[config.mk]
export PLATFORM = sky130hd
export DESIGN_NAME = host_launcher
export DESIGN_NICKNAME = d
export VERILOG_FILES = /design/src/rtl/host_pkg.sv /design/src/rtl/host_launcher_sat_counter.sv /design/src/rtl/host_launcher.sv
export SDC_FILE = /design/constraint.sdc
export NUM_CORES = 1
export LEC_CHECK = 0
export BUFFER_PORTS_ARGS = -buffer_cell sky130_fd_sc_hd__buf_4
export CORE_UTILIZATION = 54
export DETAILED_ROUTE_END_ITERATION = 8
export GPL_TIMING_DRIVEN = 0
export PLACE_DENSITY = 0.95
export SETUP_SLACK_MARGIN = 0.02
export SLEW_MARGIN = 20
export SYNTH_ARGS = -nofsm -noshare
export SYNTH_HDL_FRONTEND = slang
export SYNTH_SLANG_ARGS = --single-unit
[constraint.sdc]
create_clock -name clk -period 5.5 [get_ports clk]
set_input_delay 0.275 -clock clk [delete_from_list [all_inputs] [get_ports clk]]
set_output_delay 0.275 -clock clk [all_outputs]
set_load 0.01 [all_outputs]
[src/rtl/host_pkg.sv]
// Shared types for the host launcher: sequencer states and counter width.
package host_pkg;

  localparam int CNT_W = 12;

  typedef enum logic [2:0] {
    IDLE,
    LOAD,
    BOOT,
    RUN,
    DUMP
  } state_e;

endpackage

[src/rtl/host_launcher_sat_counter.sv]
// Saturating up-counter timing the RUN phase of the host launcher.
module sat_counter
  import host_pkg::*;
(
  input  logic             clk,
  input  logic             reset,
  input  logic             clr,
  input  logic             en,
  output logic [CNT_W-1:0] q,
  output logic [CNT_W-1:0] nxt
);

  logic [CNT_W-1:0] cnt_q;
  logic [CNT_W-1:0] cnt_d;

  always_comb begin
    nxt   = (cnt_q == '1) ? cnt_q : cnt_q + 1'b1;
    cnt_d = cnt_q;
    if (clr)
      cnt_d = '0;
    else if (en)
      cnt_d = nxt;
  end

  always_ff @(posedge clk or posedge reset) begin
    if (reset)
      cnt_q <= '0;
    else
      cnt_q <= cnt_d;
  end

  assign q = cnt_q;

endmodule

[src/rtl/host_launcher.sv]
// Host-side sequencer: preloads data memory, boots and times the processor,
// then streams a result window back out.
module host_launcher
  import host_pkg::*;
#(
  parameter logic [7:0]       LOAD_BASE = 8'd0,
  parameter int               LOAD_LEN  = 16,
  parameter logic [7:0]       DUMP_BASE = 8'd64,
  parameter int               DUMP_LEN  = 16,
  parameter logic [CNT_W-1:0] TIMEOUT   = 12'd4095
) (
  input  logic             clk,
  input  logic             reset,
  input  logic             start,
  input  logic             in_valid,
  input  logic [7:0]       in_data,
  output logic             in_ready,
  output logic             mem_wr_en,
  output logic [7:0]       mem_addr,
  output logic [7:0]       mem_wr_data,
  input  logic [7:0]       mem_rd_data,
  output logic             dut_reset,
  output logic             dut_req,
  input  logic             dut_done,
  output logic             out_valid,
  output logic [7:0]       out_data,
  input  logic             out_ready,
  output logic             busy,
  output logic             timeout,
  output logic [CNT_W-1:0] cycles
);

  state_e           state_q, state_d;
  logic [7:0]       ptr_q, ptr_d;
  logic             timeout_q, timeout_d;
  logic             cnt_clr, cnt_en;
  logic [CNT_W-1:0] cnt_nxt;

  localparam logic [7:0] LOAD_LAST = 8'(LOAD_LEN - 1);
  localparam logic [7:0] DUMP_LAST = 8'(DUMP_LEN - 1);

  sat_counter u_cnt (
    .clk   (clk),
    .reset (reset),
    .clr   (cnt_clr),
    .en    (cnt_en),
    .q     (cycles),
    .nxt   (cnt_nxt)
  );

  always_comb begin
    state_d     = state_q;
    ptr_d       = ptr_q;
    timeout_d   = timeout_q;
    cnt_clr     = 1'b0;
    cnt_en      = 1'b0;
    in_ready    = 1'b0;
    mem_wr_en   = 1'b0;
    mem_addr    = '0;
    mem_wr_data = '0;
    dut_req     = 1'b0;
    out_valid   = 1'b0;
    out_data    = '0;
    unique case (state_q)
      IDLE: begin
        if (start) begin
          state_d   = LOAD;
          ptr_d     = '0;
          timeout_d = 1'b0;
          cnt_clr   = 1'b1;
        end
      end
      LOAD: begin
        in_ready = 1'b1;
        mem_addr = LOAD_BASE + ptr_q;
        if (in_valid) begin
          mem_wr_en   = 1'b1;
          mem_wr_data = in_data;
          if (ptr_q == LOAD_LAST) begin
            ptr_d   = '0;
            state_d = BOOT;
          end else begin
            ptr_d = ptr_q + 8'd1;
          end
        end
      end
      BOOT: state_d = RUN;
      RUN: begin
        dut_req = 1'b1;
        cnt_en  = 1'b1;
        // Completion takes priority over a timeout landing on the same cycle.
        if (dut_done) begin
          state_d = DUMP;
        end else if (cnt_nxt == TIMEOUT) begin
          timeout_d = 1'b1;
          state_d   = DUMP;
        end
      end
      DUMP: begin
        mem_addr  = DUMP_BASE + ptr_q;
        out_valid = 1'b1;
        out_data  = mem_rd_data;
        if (out_ready) begin
          if (ptr_q == DUMP_LAST) begin
            ptr_d   = '0;
            state_d = IDLE;
          end else begin
            ptr_d = ptr_q + 8'd1;
          end
        end
      end
      default: state_d = IDLE;
    endcase
  end

  always_ff @(posedge clk or posedge reset) begin
    if (reset) begin
      state_q   <= IDLE;
      ptr_q     <= '0;
      timeout_q <= 1'b0;
    end else begin
      state_q   <= state_d;
      ptr_q     <= ptr_d;
      timeout_q <= timeout_d;
    end
  end

  assign busy      = (state_q != IDLE);
  assign timeout   = timeout_q;
  assign dut_reset = reset | (state_q == BOOT);

endmodule

Word-level counts from Yosys, hierarchy flattened

Cells that the tools add are included.

Flip-flop bits (word level): 24
Input bits: 22

Bitwise gates (word level): 1
Add/sub/neg operators: 3
Muxes and demuxes: 31
Equal/unequal tests: 15
Reduce and logical (&&, ||, !) cells: 8

Operators by type and width:

| operator                                       | count |
|---|---|
| two-way mux 8 bit                              | 7 |
| two-way mux 12 bit                             | 3 |
| == test 12 bit (second input constant)         | 2 |
| one-hot mux 8 bit (3 select lines)             | 1 |
| two-way mux 3 bit                              | 7 |
| one-hot mux 8 bit (2 select lines)             | 1 |
| one-hot mux 3 bit (5 select lines)             | 1 |
| inequality test 2 bit (second input constant)  | 7 |
| adder 12 x 1 -> 12 bit (second input constant) | 1 |
| two-way mux 1 bit                              | 10 |
| adder 7 x 8 -> 8 bit (first input constant)    | 1 |
| adder 8 x 1 -> 8 bit (second input constant)   | 1 |
| == test 8 x 4 -> 1 bit (second input constant) | 1 |
| AND reduction 4 bit                            | 2 |
| == test 3 x 2 -> 1 bit (second input constant) | 2 |
| AND reduction 6 bit                            | 1 |
| nonzero test 3 bit                             | 2 |
| nonzero test 2 bit                             | 2 |
| == test 3 x 1 -> 1 bit (second input constant) | 1 |
| == test 3 bit (second input constant)          | 1 |
| zero test 3 bit                                | 1 |
| inequality test 3 bit (second input constant)  | 1 |
| one-hot mux 1 bit (2 select lines)             | 1 |
| bitwise OR 1 bit                               | 1 |

Logic depth before layout (Yosys ltp)

Gate-level depths: netlist of run 1.

Depth after elaboration: 6
Depth in mapped cells: 8
Depth with buffers taken out: 7

Modules after synthesis

A second synthesis of run 1 with hierarchy kept.

Cell total of the unflattened synthesis: 231
Area, all modules: 1875.5 µm²

Modules (own cells, without submodules):

| module        | times used | cells each | area an instance (µm²) |
|---|---|---|---|
| host_launcher | 1          | 124        | 1002.2 |
| sat_counter   | 1          | 107        | 873.3 |

Least setup slack after synthesis of run 1

Ideal clock, no wire load.

Path kind: reg-to-reg
Start: register u_cnt.cnt_q[0], in the netlist u_cnt.q[0]
End: register timeout_q, in the netlist timeout
Arrival time: 1887 ps
Library setup time: 67 ps
Stages on the path, launching flop included: 8
Required time: 5433 ps
Setup slack: 3546 ps
Cell sequence: dfrtp_1 ha_1 buf_2 buf_2 nor4_1 o22ai_1 nor4_4 a32o_1

Cells in the longest elaborated chain, start to end: 5
Elaborated cells between the ends (all ways): 6
Classes of those cells: add/sub (1); eq/ne (3); mux (1); reduce/logical (1)

RTL lines:

| element                                                         | line                            | text |
|---|---|---|
| start, declared                                                 | host_launcher_sat_counter.sv:13 | `logic [CNT_W-1:0] cnt_q;` |
| start signal, assigned                                          | host_launcher_sat_counter.sv:29 | `cnt_q <= cnt_d;` |
| adder 12 x 1 -> 12 bit / == test 12 bit (equally long branches) | host_launcher_sat_counter.sv:17 | `nxt = (cnt_q == '1) ? cnt_q : cnt_q + 1'b1;` |
| two-way mux 12 bit (*)                                          | host_launcher_sat_counter.sv:17 |  |
| == test 12 bit (*)                                              | host_launcher.sv:94             | `end else if (cnt_nxt == TIMEOUT) begin` |
| inequality test 2 bit (no source line) (*)                      | -                               |  |
| AND reduction 4 bit (no source line) (*)                        | -                               |  |
| end signal, assigned                                            | host_launcher.sv:124            | `timeout_q <= timeout_d;` |
| end, declared                                                   | host_launcher.sv:35             | `logic timeout_q, timeout_d;` |

Mark *: on every way between the ends. The rest lies on a longest branch, timed or not.
A chain may end at the register's enable or synchronous reset.

Worst setup path in the final report of run 1

Ends and elaborated chain as after synthesis.

==> impl_metrics.tcl, run 1 <==
set metrics [dict create \
    drc 0 \
    clkLatencyLatePin_ns 0.33 \
    syn-cell-area_um2 1898 \
    yosys_most_used_dff "sky130_fd_sc_hd__dfrtp_1" \
    fin_crit_sh_pct 40.79 \
    clock_tree.htree_level_count 1 \
    hold_viol 0 \
    yosys-top-cells-area "sky130_fd_sc_hd__dfrtp_1 (32%), sky130_fd_sc_hd__and2_1 (5.6%), sky130_fd_sc_hd__nand2_1 (4.0%)" \
    floorplan.die_area_um2 3756 \
    post_drt_wl_per_cell_um 15.08 \
    cts.sinks 24 \
    net_count_of_the_finished_layout 330 \
    leading_cell_type_in_the_layout_fill_and_taps_excluded "sky130_fd_sc_hd__buf_4" \
    antenna_found_initial 0 \
    gp_congestion 0.9740 \
    area_growth_pct 30.26 \
    ioPinCount 65 \
    first_iter_violations 160 \
    timing.setup.critical_path_class "flip-flop to flip-flop" \
    grt_pass1_vias 1739 \
    critical-path-max-stage-delay_ns 0.49 \
    synthesis.nets 261 \
    setup_repair_after_global_routing_missed_its_margin "false" \
    layout_cell_share_with_drive_strength_beyond_1_pct 29.61 \
    max-slew-margin-rel_pct 40.29 \
    p_leak_uw 0.001122 \
    detailedPlace.worstSlack_ns 3.323 \
    critical_path_buf_inv_count 2 \
    root_buffer "sky130_fd_sc_hd__clkbuf_4" \
    crit_path_frequent_cell "sky130_fd_sc_hd__buf_2" \
    cts_resized 0 \
    post-dp-hpwl_mm 4.075 \
    post-synth-top-area-fraction_pct 31.64 \
    timing_worst_slew_pin_value_ns 0.8947 \
    finalSetupViolations 0 \
    timing.hold.worst.class "input port to async pin" \
    timing.critical_path.required_ns 5.77 \
    gr-usage-all-layers_pct 29.30 \
    via_count 2080 \
    avg_vias_per_cell 5.943 \
    antenna_cells 0 \
    register_area_um2 600.6 \
    floorplan.die.height_um 61.29 \
    filler_cell_count 271 \
    ys_seq_elements 24 \
    cp_max_fo 10 \
    report.final.slew_viol_count 0 \
    asyncSetResetFlopFracSynth_pct 100.0 \
    netlist.top_cell.by_area "sky130_fd_sc_hd__dfrtp_1" \
    tritoncts "done" \
    run_status "finished clean" \
    start_util_pct 56.44 \
    final_cell_mix "sky130_fd_sc_hd__buf_4 (66), sky130_fd_sc_hd__dfrtp_1 (24), sky130_fd_sc_hd__nand2_1 (20), sky130_fd_sc_hd__nor2_1 (20), sky130_fd_sc_hd__and2_1 (17)" \
    cap_viol_max_count 0 \
    regToRegSetupSlack_ns 3.26 \
    worstPathCellList "ha_1 -> buf_2 -> buf_2 -> a211oi_1 -> o22ai_1 -> nor4_4 -> a32o_1" \
    portBuffers 64 \
    antenna_violating_nets_remaining 0 \
    cts_buffers 3 \
    ys_warn_count 0 \
    cpLargestDelayFamily "compound AO/OA/AOI/OAI gates" \
    cts_max_path_buffers 2 \
    fmaxAchievable_mhz 445.8 \
    placeableCoreArea_um2 3363 \
    synth_seq_area_share_pct 31.64 \
    post_route_minimum_period_ns 2.243 \
    die_w_um 61.29 \
    wire_length_after_detailed_routing_mm 5.279 \
    grt_first_pass_wirelength_mm 8.059 \
    worstSetupStartpointType "flip-flop" \
    globalRoute.totalOverflow 0 \
    synth.avg_cell_area_um2 8.043 \
    multi_input_area_um2 1177 \
    power.density_cell_area_nw_per_um2 247.6 \
    synth_enable_flop_cells 0 \
    crit_slowest_cell "sky130_fd_sc_hd__dfrtp_1" \
    grt_max_degree 25 \
    vdd.ir_drop.worst_mv 0.1996 \
    finalWorstSetupSlack_ns 3.257 \
    crit_path_end_kind "flip-flop" \
    syn_inst_count 236 \
    drt_pre_antenna_iters 7 \
    cts.clk_slew.worst_paths_ns 0.14 \
    worstPathArrival_ns 2.51 \
    cts-hold-fix-buffers 0 \
    post-cts-setup-buffers 0 \
    number_of_distinct_library_cells_after_synthesis 49 \
    setup_total_negative_slack_ns 0 \
    final.setup_skew_ns 0.006005 \
    placement_rows 21 \
]
==> cells in the mapped netlist (2+ instances only) <==
cell,instances
sky130_fd_sc_hd__dfrtp_1,24
sky130_fd_sc_hd__nand2_1,20
sky130_fd_sc_hd__nor2_1,20
sky130_fd_sc_hd__and2_1,17
sky130_fd_sc_hd__nor3_1,12
sky130_fd_sc_hd__a21oi_1,11
sky130_fd_sc_hd__and3_1,11
sky130_fd_sc_hd__inv_1,11
sky130_fd_sc_hd__buf_2,9
sky130_fd_sc_hd__o21ai_0,9
sky130_fd_sc_hd__nand3_1,8
sky130_fd_sc_hd__nor4_1,7
sky130_fd_sc_hd__xnor2_1,7
sky130_fd_sc_hd__a31oi_1,6
sky130_fd_sc_hd__clkbuf_1,5
sky130_fd_sc_hd__nand4_1,5
sky130_fd_sc_hd__a22o_1,4
sky130_fd_sc_hd__mux2i_1,4
sky130_fd_sc_hd__a211oi_1,3
sky130_fd_sc_hd__ha_1,3
sky130_fd_sc_hd__o22ai_1,3
sky130_fd_sc_hd__a311oi_1,2
sky130_fd_sc_hd__a31o_2,2
sky130_fd_sc_hd__and4_1,2
sky130_fd_sc_hd__buf_4,2
sky130_fd_sc_hd__nand3b_1,2
sky130_fd_sc_hd__nor3b_1,2
sky130_fd_sc_hd__nor4_2,2
sky130_fd_sc_hd__o21a_1,2
sky130_fd_sc_hd__o21bai_1,2
==> final timing paths <==
path                                        start                      end  cells past startpoint
max in group asynchronous                   reset  u_cnt.q[11]$_DFFE_PP0P_                      2
min in group clk                         dut_done   state_q[0]$_DFFE_PP0P_                      4
hold reg to reg              ptr_q[2]$_DFFE_PP0P_     ptr_q[2]$_DFFE_PP0P_                      1
setup / recovery           u_cnt.q[0]$_DFFE_PP0P_      timeout$_DFFE_PP0P_                      7
setup reg to reg           u_cnt.q[0]$_DFFE_PP0P_      timeout$_DFFE_PP0P_                      7
hold / removal                              reset   u_cnt.q[9]$_DFFE_PP0P_                      2
==> cells by family (layout without fill, tap and decap cells) <==
group           count (synthesis)  after routing  share of synthesized area, %
flops                          24             24                         31.64
mux                             5              5                         2.703
buf+inv                        27             95                         6.328
simple gates                  115            115                         33.95
xor+xnor                        7              7                         3.230
compound gates                 55             55                         20.17
fa+ha+maj                       3              3                         1.978
==> report_power, final <==
part           switching [µW]  internal, µW  total (µW)
Sequential               34.0           206         240
Clock                    56.4          40.6        97.0
Combinational             143           132         275
Total                     234           378         612
==> layer usage <==
metal | part of all wire (%) | GRT usage, % | vias to the layer above | wire [µm]
met5 | 0 | 0 | - | 0
li1 | - | - | 998 | -
met1 | 42 | 40.48 | 955 | 2222
met2 | 48 | 47.36 | 113 | 2552
met4 | 1.6 | 10.39 | 0 | 86
met3 | 7.9 | 3.782 | 14 | 418
==> registers in the layout, summed over array words and instances (netlist names) <==
register,count
u_cnt.q,12
ptr_q,8
state_q,3
timeout,1
==> worst reg2reg max path, delay by kind of cell (launching register included) <==
family / cells / cell delay [ns]
AOI/OAI and AO/OA: 3 / 0.73
DFF: 1 / 0.49
buffers and inverters: 2 / 0.36
and+or+nand+nor: 1 / 0.36
adders and majority gates: 1 / 0.24
==> per-stage QoR <==
step	instances	hold slack (ns)	power, µW	cell area [µm²]	util, %
floorplan	236	0.2896	400.9	1898	-
global placement	346	0.5110	504.5	2436	72.43
detailed placement	346	0.5258	516.7	2436	72.43
CTS	350	0.1597	611.7	2472	73.51
global route	350	0.2310	651.4	2472	73.51
finish	350	0.1334	612.1	2472	73.51
==> final cells by class <==
type                            instances  area share, %
Multi-Input combinational cell        185          47.62
Sequential cell                        24          24.29
Clock buffer                            4          1.468
Inverter                               11          1.670
Tap cell                               46          2.328
Timing Repair Buffer                   64          19.43
Buffer                                 16          3.188
Power figures use the tool's default switching activity.
==> run 2: changes to the inputs <==
- CORE_UTILIZATION: 54 -> 46
- PLACE_DENSITY: 0.95 -> 0.88
- clock period: 5.5 -> 2.05 ns (I/O delays scaled with it)
==> run 2 against run 1 <==
  * Via count is 2.1% higher
  * Die area up 17%
  * Largest power group unchanged
  * Cell area increased by 6.0%
  * Critical endpoint unchanged
  * Worst hold slack worse by 0.11 ns
==> impl_metrics.tcl, run 2 (synthesis results as in run 1) <==
set metrics [dict create \
    worstSetupStartpointType "flip-flop" \
    instances_no_fill 355 \
    critical_path_buf_inv_count 1 \
    die_w_um 66.24 \
    cp_max_fo 8 \
    placeableCoreArea_um2 3799 \
    run_status "finished clean" \
    first_iter_violations 155 \
    fmaxAchievable_mhz 502.7 \
    highest-signal-layer "met4" \
    timing.hold.worst.class "input port to async pin" \
    cap_viol_max_count 0 \
    worstPathCellList "ha_1 -> buf_2 -> and4_1 -> a31oi_4 -> xnor2_1 -> nor3_1 -> a32o_1" \
    timing.setup.critical_path_class "flip-flop to flip-flop" \
    leading_cell_type_in_the_layout_fill_and_taps_excluded "sky130_fd_sc_hd__buf_4" \
    timing_worst_slew_pin_value_ns 0.9075 \
    antenna_cells 0 \
    via_count 2124 \
    post_drt_wl_per_cell_um 15.48 \
    ioPinCount 65 \
    wire_length_after_detailed_routing_mm 5.495 \
    cts_buffers 3 \
    globalRoute.totalOverflow 0 \
    setup_total_negative_slack_ns 0 \
    antenna_found_initial 0 \
    avg_vias_per_cell 5.983 \
    portBuffers 64 \
    detailroute.wirelength.met3_um 432 \
    p_leak_uw 0.001174 \
    gp_congestion 0.9431 \
    report.final.slew_viol_count 0 \
    grt_first_pass_wirelength_mm 8.611 \
    fin_crit_sh_pct 97.03 \
    filler_cell_count 308 \
    final_cell_mix "sky130_fd_sc_hd__buf_4 (69), sky130_fd_sc_hd__dfrtp_1 (22), sky130_fd_sc_hd__nor2_1 (20), sky130_fd_sc_hd__nand2_1 (19), sky130_fd_sc_hd__and2_1 (17)" \
    placedCellCount 348 \
    net_count_of_the_finished_layout 333 \
    floorplan.die_area_um2 4387 \
    crit_slowest_cell "sky130_fd_sc_hd__dfrtp_2" \
    start_util_pct 49.97 \
    timing.critical_path.required_ns 2.22 \
    crit_path_end_kind "flip-flop" \
    setup_repair_after_global_routing_missed_its_margin "true" \
    max-slew-margin-rel_pct 39.43 \
    grt_max_degree 25 \
    placement_rows 22 \
    post_route_minimum_period_ns 1.989 \
    cts_max_path_buffers 2 \
    tritoncts "done" \
    gr-usage-all-layers_pct 25.81 \
    cts.sinks 24 \
    vdd.ir_drop.worst_mv 0.5030 \
    power.density_cell_area_nw_per_um2 706.7 \
    grt_pass1_vias 1800 \
    hold_viol 0 \
    antenna_violating_nets_remaining 0 \
    final.setup_skew_ns 0.004096 \
    cpLargestDelayFamily "compound AO/OA/AOI/OAI gates" \
    met2_wirelength_mm 2.634 \
    root_buffer "sky130_fd_sc_hd__clkbuf_8" \
    area_growth_pct 38.04 \
    finalSetupViolations 0 \
    largest_register_ff_count 12 \
    worstPathArrival_ns 2.16 \
    floorplan.die.height_um 66.24 \
    cts.clk_slew.worst_paths_ns 0.09 \
    post-dp-hpwl_mm 4.043 \
    clock_tree.htree_level_count 1 \
    drc 0 \
    drt_pre_antenna_iters 5 \
    met1_routed_length_mm 2.295 \
    clkLatencyLatePin_ns 0.28 \
    regToRegSetupSlack_ns 0.06 \
    cts-hold-fix-buffers 0 \
    critical-path-max-stage-delay_ns 0.44 \
    layout_cell_share_with_drive_strength_beyond_1_pct 34.53 \
]
[run 2: cell count changes in the layout (fill, tap and decap cells not counted), sizes merged]
cell / delta
buf: +2
bufinv: +1
[run 2: final cells by class]
cell class / instances / area [µm²] / area share, %
well taps: 48 / 60.06 / 2.292
multi-input cells: 185 / 1254 / 47.85
repair buffers: 67 / 503.0 / 19.20
flip-flops and latches: 24 / 603.1 / 23.02
plain buffers: 16 / 87.58 / 3.343
clock inverters: 1 / 30.03 / 1.146
clock buffers: 3 / 41.29 / 1.576
inverters: 11 / 41.29 / 1.576
[run 2: path summary, 6_finish.rpt]
kind,from,to,cells past startpoint
max in group asynchronous,reset,u_cnt.q[0]$_DFFE_PP0P_,2
min in group clk,dut_done,state_q[0]$_DFFE_PP0P_,4
hold reg to reg,timeout$_DFFE_PP0P_,timeout$_DFFE_PP0P_,1
setup / recovery,u_cnt.q[1]$_DFFE_PP0P_,timeout$_DFFE_PP0P_,7
hold / removal,reset,state_q[2]$_DFFE_PP0P_,2
setup reg to reg,u_cnt.q[1]$_DFFE_PP0P_,timeout$_DFFE_PP0P_,7
[run 2: through the flow]
step                area, µm²  setup slack (ns)  util, %  hold slack, ns  total power [µW]
detailed placement       2439           -0.1091    64.20          0.3573              1387
finish                   2620           0.06086    68.97         0.02535              1851
floorplan                1898           0.09603        -          0.1171              1075
global placement         2439          -0.09723    64.20          0.3614              1359
global route             2620          -0.01234    68.97          0.1220              1962
CTS                      2531           0.02138    66.63         0.05364              1828
[run 2: report_power, final]
| part | internal [µW] | switching, µW |
|---|---|---|
| clock | 262 | 170 |
| combinational | 374 | 406 |
| sequential | 553 | 87.0 |
[run 2: what timing repair did]
item | CTS | global route
pin swaps | 4 | 5
setup buffers | 1 | 2
setup endpoints to repair | 4 | 22
gates resized for setup | 4 | 16
[run 2: per-layer routing]
layer  vias to the layer above  GRT usage, %
li1                       1010             -
met1                      1005         35.23
met2                        94         41.33
met3                        15         2.931
met4                         0         10.37
met5                         -             0
==> run 3: changes to the inputs <==
- CORE_UTILIZATION: 46 -> 45
- PLACE_DENSITY: 0.88 -> 0.87
- SYNTH_HIERARCHICAL: default -> 1
==> run 3 against run 2 <==
  * The run now ends with negative setup slack left
  * Clock-buffer cell count increased by 1
  * Register-to-register slack got worse by 0.74 ns
  * Sequential power increased by 4.7%
  * Critical path depth increased by 3
  * Total power increased by 59%
  * Synthesized area decreased by 1.2%
  * Die area increased by 0.98%
  * Clock skew about the same
  * Largest power group unchanged
==> impl_metrics.tcl, run 3 <==
set metrics [dict create \
    grt_first_pass_wirelength_mm 9.149 \
    vdd.ir_drop.worst_mv 0.8158 \
    post-dp-hpwl_mm 3.546 \
    synth.most_common_cell "sky130_fd_sc_hd__dfrtp_1" \
    synth_seq_area_share_pct 32.02 \
    cap_viol_max_count 0 \
    ys_seq_elements 24 \
    run_status "complete, but fails checks" \
    final.setup_skew_ns 0.004196 \
    clkLatencyLatePin_ns 0.28 \
    yosys_most_used_dff "sky130_fd_sc_hd__dfrtp_1" \
    detailedPlace.worstSlack_ns -0.6820 \
    ioPinCount 65 \
    placedCellCount 345 \
    grt_pass1_vias 1962 \
    area_growth_pct 50.10 \
    layout_cell_share_with_drive_strength_beyond_1_pct 42.20 \
    report.final.slew_viol_count 0 \
    worstPathArrival_ns 2.90 \
    timing.critical_path.required_ns 2.22 \
    finalWorstSetupSlack_ns -0.6811 \
    cts.clk_slew.worst_paths_ns 0.10 \
    synth.avg_cell_area_um2 8.119 \
    worstSetupStartpointType "flip-flop" \
    p_leak_uw 0.001392 \
    portBuffers 64 \
    antenna_violating_nets_remaining 0 \
    drt_pre_antenna_iters 7 \
    hold_viol 0 \
    number_of_distinct_library_cells_after_synthesis 49 \
    wire_length_after_detailed_routing_mm 6.433 \
    timing_worst_slew_pin_value_ns 0.5263 \
    asyncSetResetFlopFracSynth_pct 100.0 \
    leading_cell_type_in_the_layout_fill_and_taps_excluded "sky130_fd_sc_hd__buf_4" \
    cp_max_fo 8 \
    start_util_pct 46.89 \
    synth_top_family_by_area "simple AND/OR/NAND/NOR gates" \
    placement_rows 23 \
    post_route_minimum_period_ns 2.731 \
    cts_max_path_buffers 2 \
    synthesis.nets 256 \
    gp_congestion 0.8311 \
    floorplan.die_area_um2 4430 \
    timing.setup.critical_path_class "flip-flop to flip-flop" \
    synth.top_cells.by_count "sky130_fd_sc_hd__dfrtp_1 (24), sky130_fd_sc_hd__nand2_1 (23), sky130_fd_sc_hd__nor2_1 (22)" \
    globalRoute.totalOverflow 0 \
    synth-simple-area-share_pct 35.62 \
    largest_register_ff_count 12 \
    violations "negative setup slack" \
    max-slew-margin-rel_pct 64.87 \
    setup_repair_after_global_routing_missed_its_margin "true" \
    post_synth_xor_area_fraction_pct 2.802 \
    synth_mux_area_share_pct 4.403 \
    syn_inst_count 231 \
    ys_warn_count 6 \
    clock_tree.htree_level_count 1 \
    avg_vias_per_cell 6.061 \
    synth_compound_gate_area_share_pct 16.94 \
    die_w_um 66.56 \
    grt_max_degree 14 \
    via_count 2285 \
    cts_buffers 3 \
    hold_ws_ns 0.3159 \
    post-synth-top-area-fraction_pct 32.02 \
    synth-adder-area-share_pct 2.001 \
    final_cell_mix "sky130_fd_sc_hd__buf_4 (95), sky130_fd_sc_hd__nand2_1 (21), sky130_fd_sc_hd__and3_1 (21), sky130_fd_sc_hd__dfrtp_1 (18), sky130_fd_sc_hd__nor2_1 (16)" \
    gr-usage-all-layers_pct 26.72 \
    root_buffer "sky130_fd_sc_hd__clkbuf_8" \
    antenna_found_initial 0 \
    net_count_of_the_finished_layout 353 \
    yosys-top-cells-area "sky130_fd_sc_hd__dfrtp_1 (32%), sky130_fd_sc_hd__and3_1 (7.0%), sky130_fd_sc_hd__nand2_1 (4.6%)" \
    first_iter_violations 244 \
    netlist.top_cell.by_area "sky130_fd_sc_hd__dfrtp_1" \
    floorplan.die.height_um 66.56 \
    crit_path_end_kind "flip-flop" \
    finalSetupViolations 6 \
    timing.hold.worst.class "input port to flip-flop" \
    antenna_cells 0 \
    cts.sinks 24 \
    placeableCoreArea_um2 4000 \
    instances_no_fill 377 \
    power.density_cell_area_nw_per_um2 1048 \
    fmaxAchievable_mhz 366.2 \
    post_drt_wl_per_cell_um 17.06 \
    synth_enable_flop_cells 0 \
    drc 0 \
    fin_crit_sh_pct 133.2 \
    tritoncts "done" \
    setup_total_negative_slack_ns -2.086 \
    finalCoreUtilization_pct 70.38 \
    syn-cell-area_um2 1876 \
]
run 3: layout make-up:
type                            instances  area, µm²
Sequential cell                        24      608.1
Tap cell                               50      62.56
Fill cell                             299       1185
Buffer                                 13      98.84
Timing Repair Buffer                   92      693.2
Inverter                               11      41.29
Clock buffer                            4      55.05
Multi-Input combinational cell        183       1256
run 3: kinds of logic after synthesis:
logic type | count (synthesis)
and+or+nand+nor | 120
buffers and inverters | 24
AOI/OAI and AO/OA | 47
adders and majority gates | 3
xor gates and xnor gates | 6
muxes | 7
DFF | 24
run 3: worst max-delay path, stage by stage (launching register included):
cell	delay, ns
sky130_fd_sc_hd__dfrtp_1	0.39
sky130_fd_sc_hd__buf_6	0.14
sky130_fd_sc_hd__nand4_4	0.15
sky130_fd_sc_hd__nor4_4	0.41
sky130_fd_sc_hd__buf_6	0.20
sky130_fd_sc_hd__nor2b_1	0.06
sky130_fd_sc_hd__a21oi_1	0.11
sky130_fd_sc_hd__nand4_1	0.19
sky130_fd_sc_hd__o31ai_4	0.37
sky130_fd_sc_hd__nor3b_4	0.27
sky130_fd_sc_hd__mux2_4	0.32
run 3: through the flow:
stage / total power [µW] / instance area [µm²]
floorplan: 1758 / 1889
global placement: 2238 / 2432
detailed placement: 2284 / 2432
finish: 2950 / 2815
global route: 3140 / 2815
CTS: 2674 / 2690
run 3: power breakdown:
| group | internal [µW] | switching [µW] | total (µW) |
|---|---|---|---|
| Clock | 172 | 175 | 347 |
| Sequential | 563 | 107 | 670 |
| Combinational | 916 | 1020 | 1930 |
run 3: repair_timing:
action,CTS,global route
setup endpoints to repair,21,26
hold buffers,1,0
setup buffers,17,10
resized for setup,20,15
pin swaps,6,6
endpoints found under the hold margin,24,0
run 3: per-layer routing:
layer,vias up,track usage (%),part of all wire [%]
met5,-,0,0
met4,0,9.840,2.8
met3,22,2.568,8.4
met2,168,43.18,49
met1,1071,36.62,40
li1,1024,-,-
run 3: path summary, 6_finish.rpt:
check | cells after the start | to | slack (ns) | startpoint
max | 10 | state_q[0]$_DFFE_PP0P_ | -0.68 | u_cnt/q[4]$_DFFE_PP0P_
min | 4 | timeout$_DFFE_PP0P_ | 0.32 | start
max reg2reg | 10 | state_q[0]$_DFFE_PP0P_ | -0.68 | u_cnt/q[4]$_DFFE_PP0P_
min reg2reg | 1 | ptr_q[0]$_DFFE_PP0P_ | 0.56 | ptr_q[0]$_DFFE_PP0P_
max in group asynchronous | 3 | state_q[1]$_DFFE_PP0P_ | 1.25 | reset
min in group asynchronous | 3 | u_cnt/q[0]$_DFFE_PP0P_ | 0.41 | reset
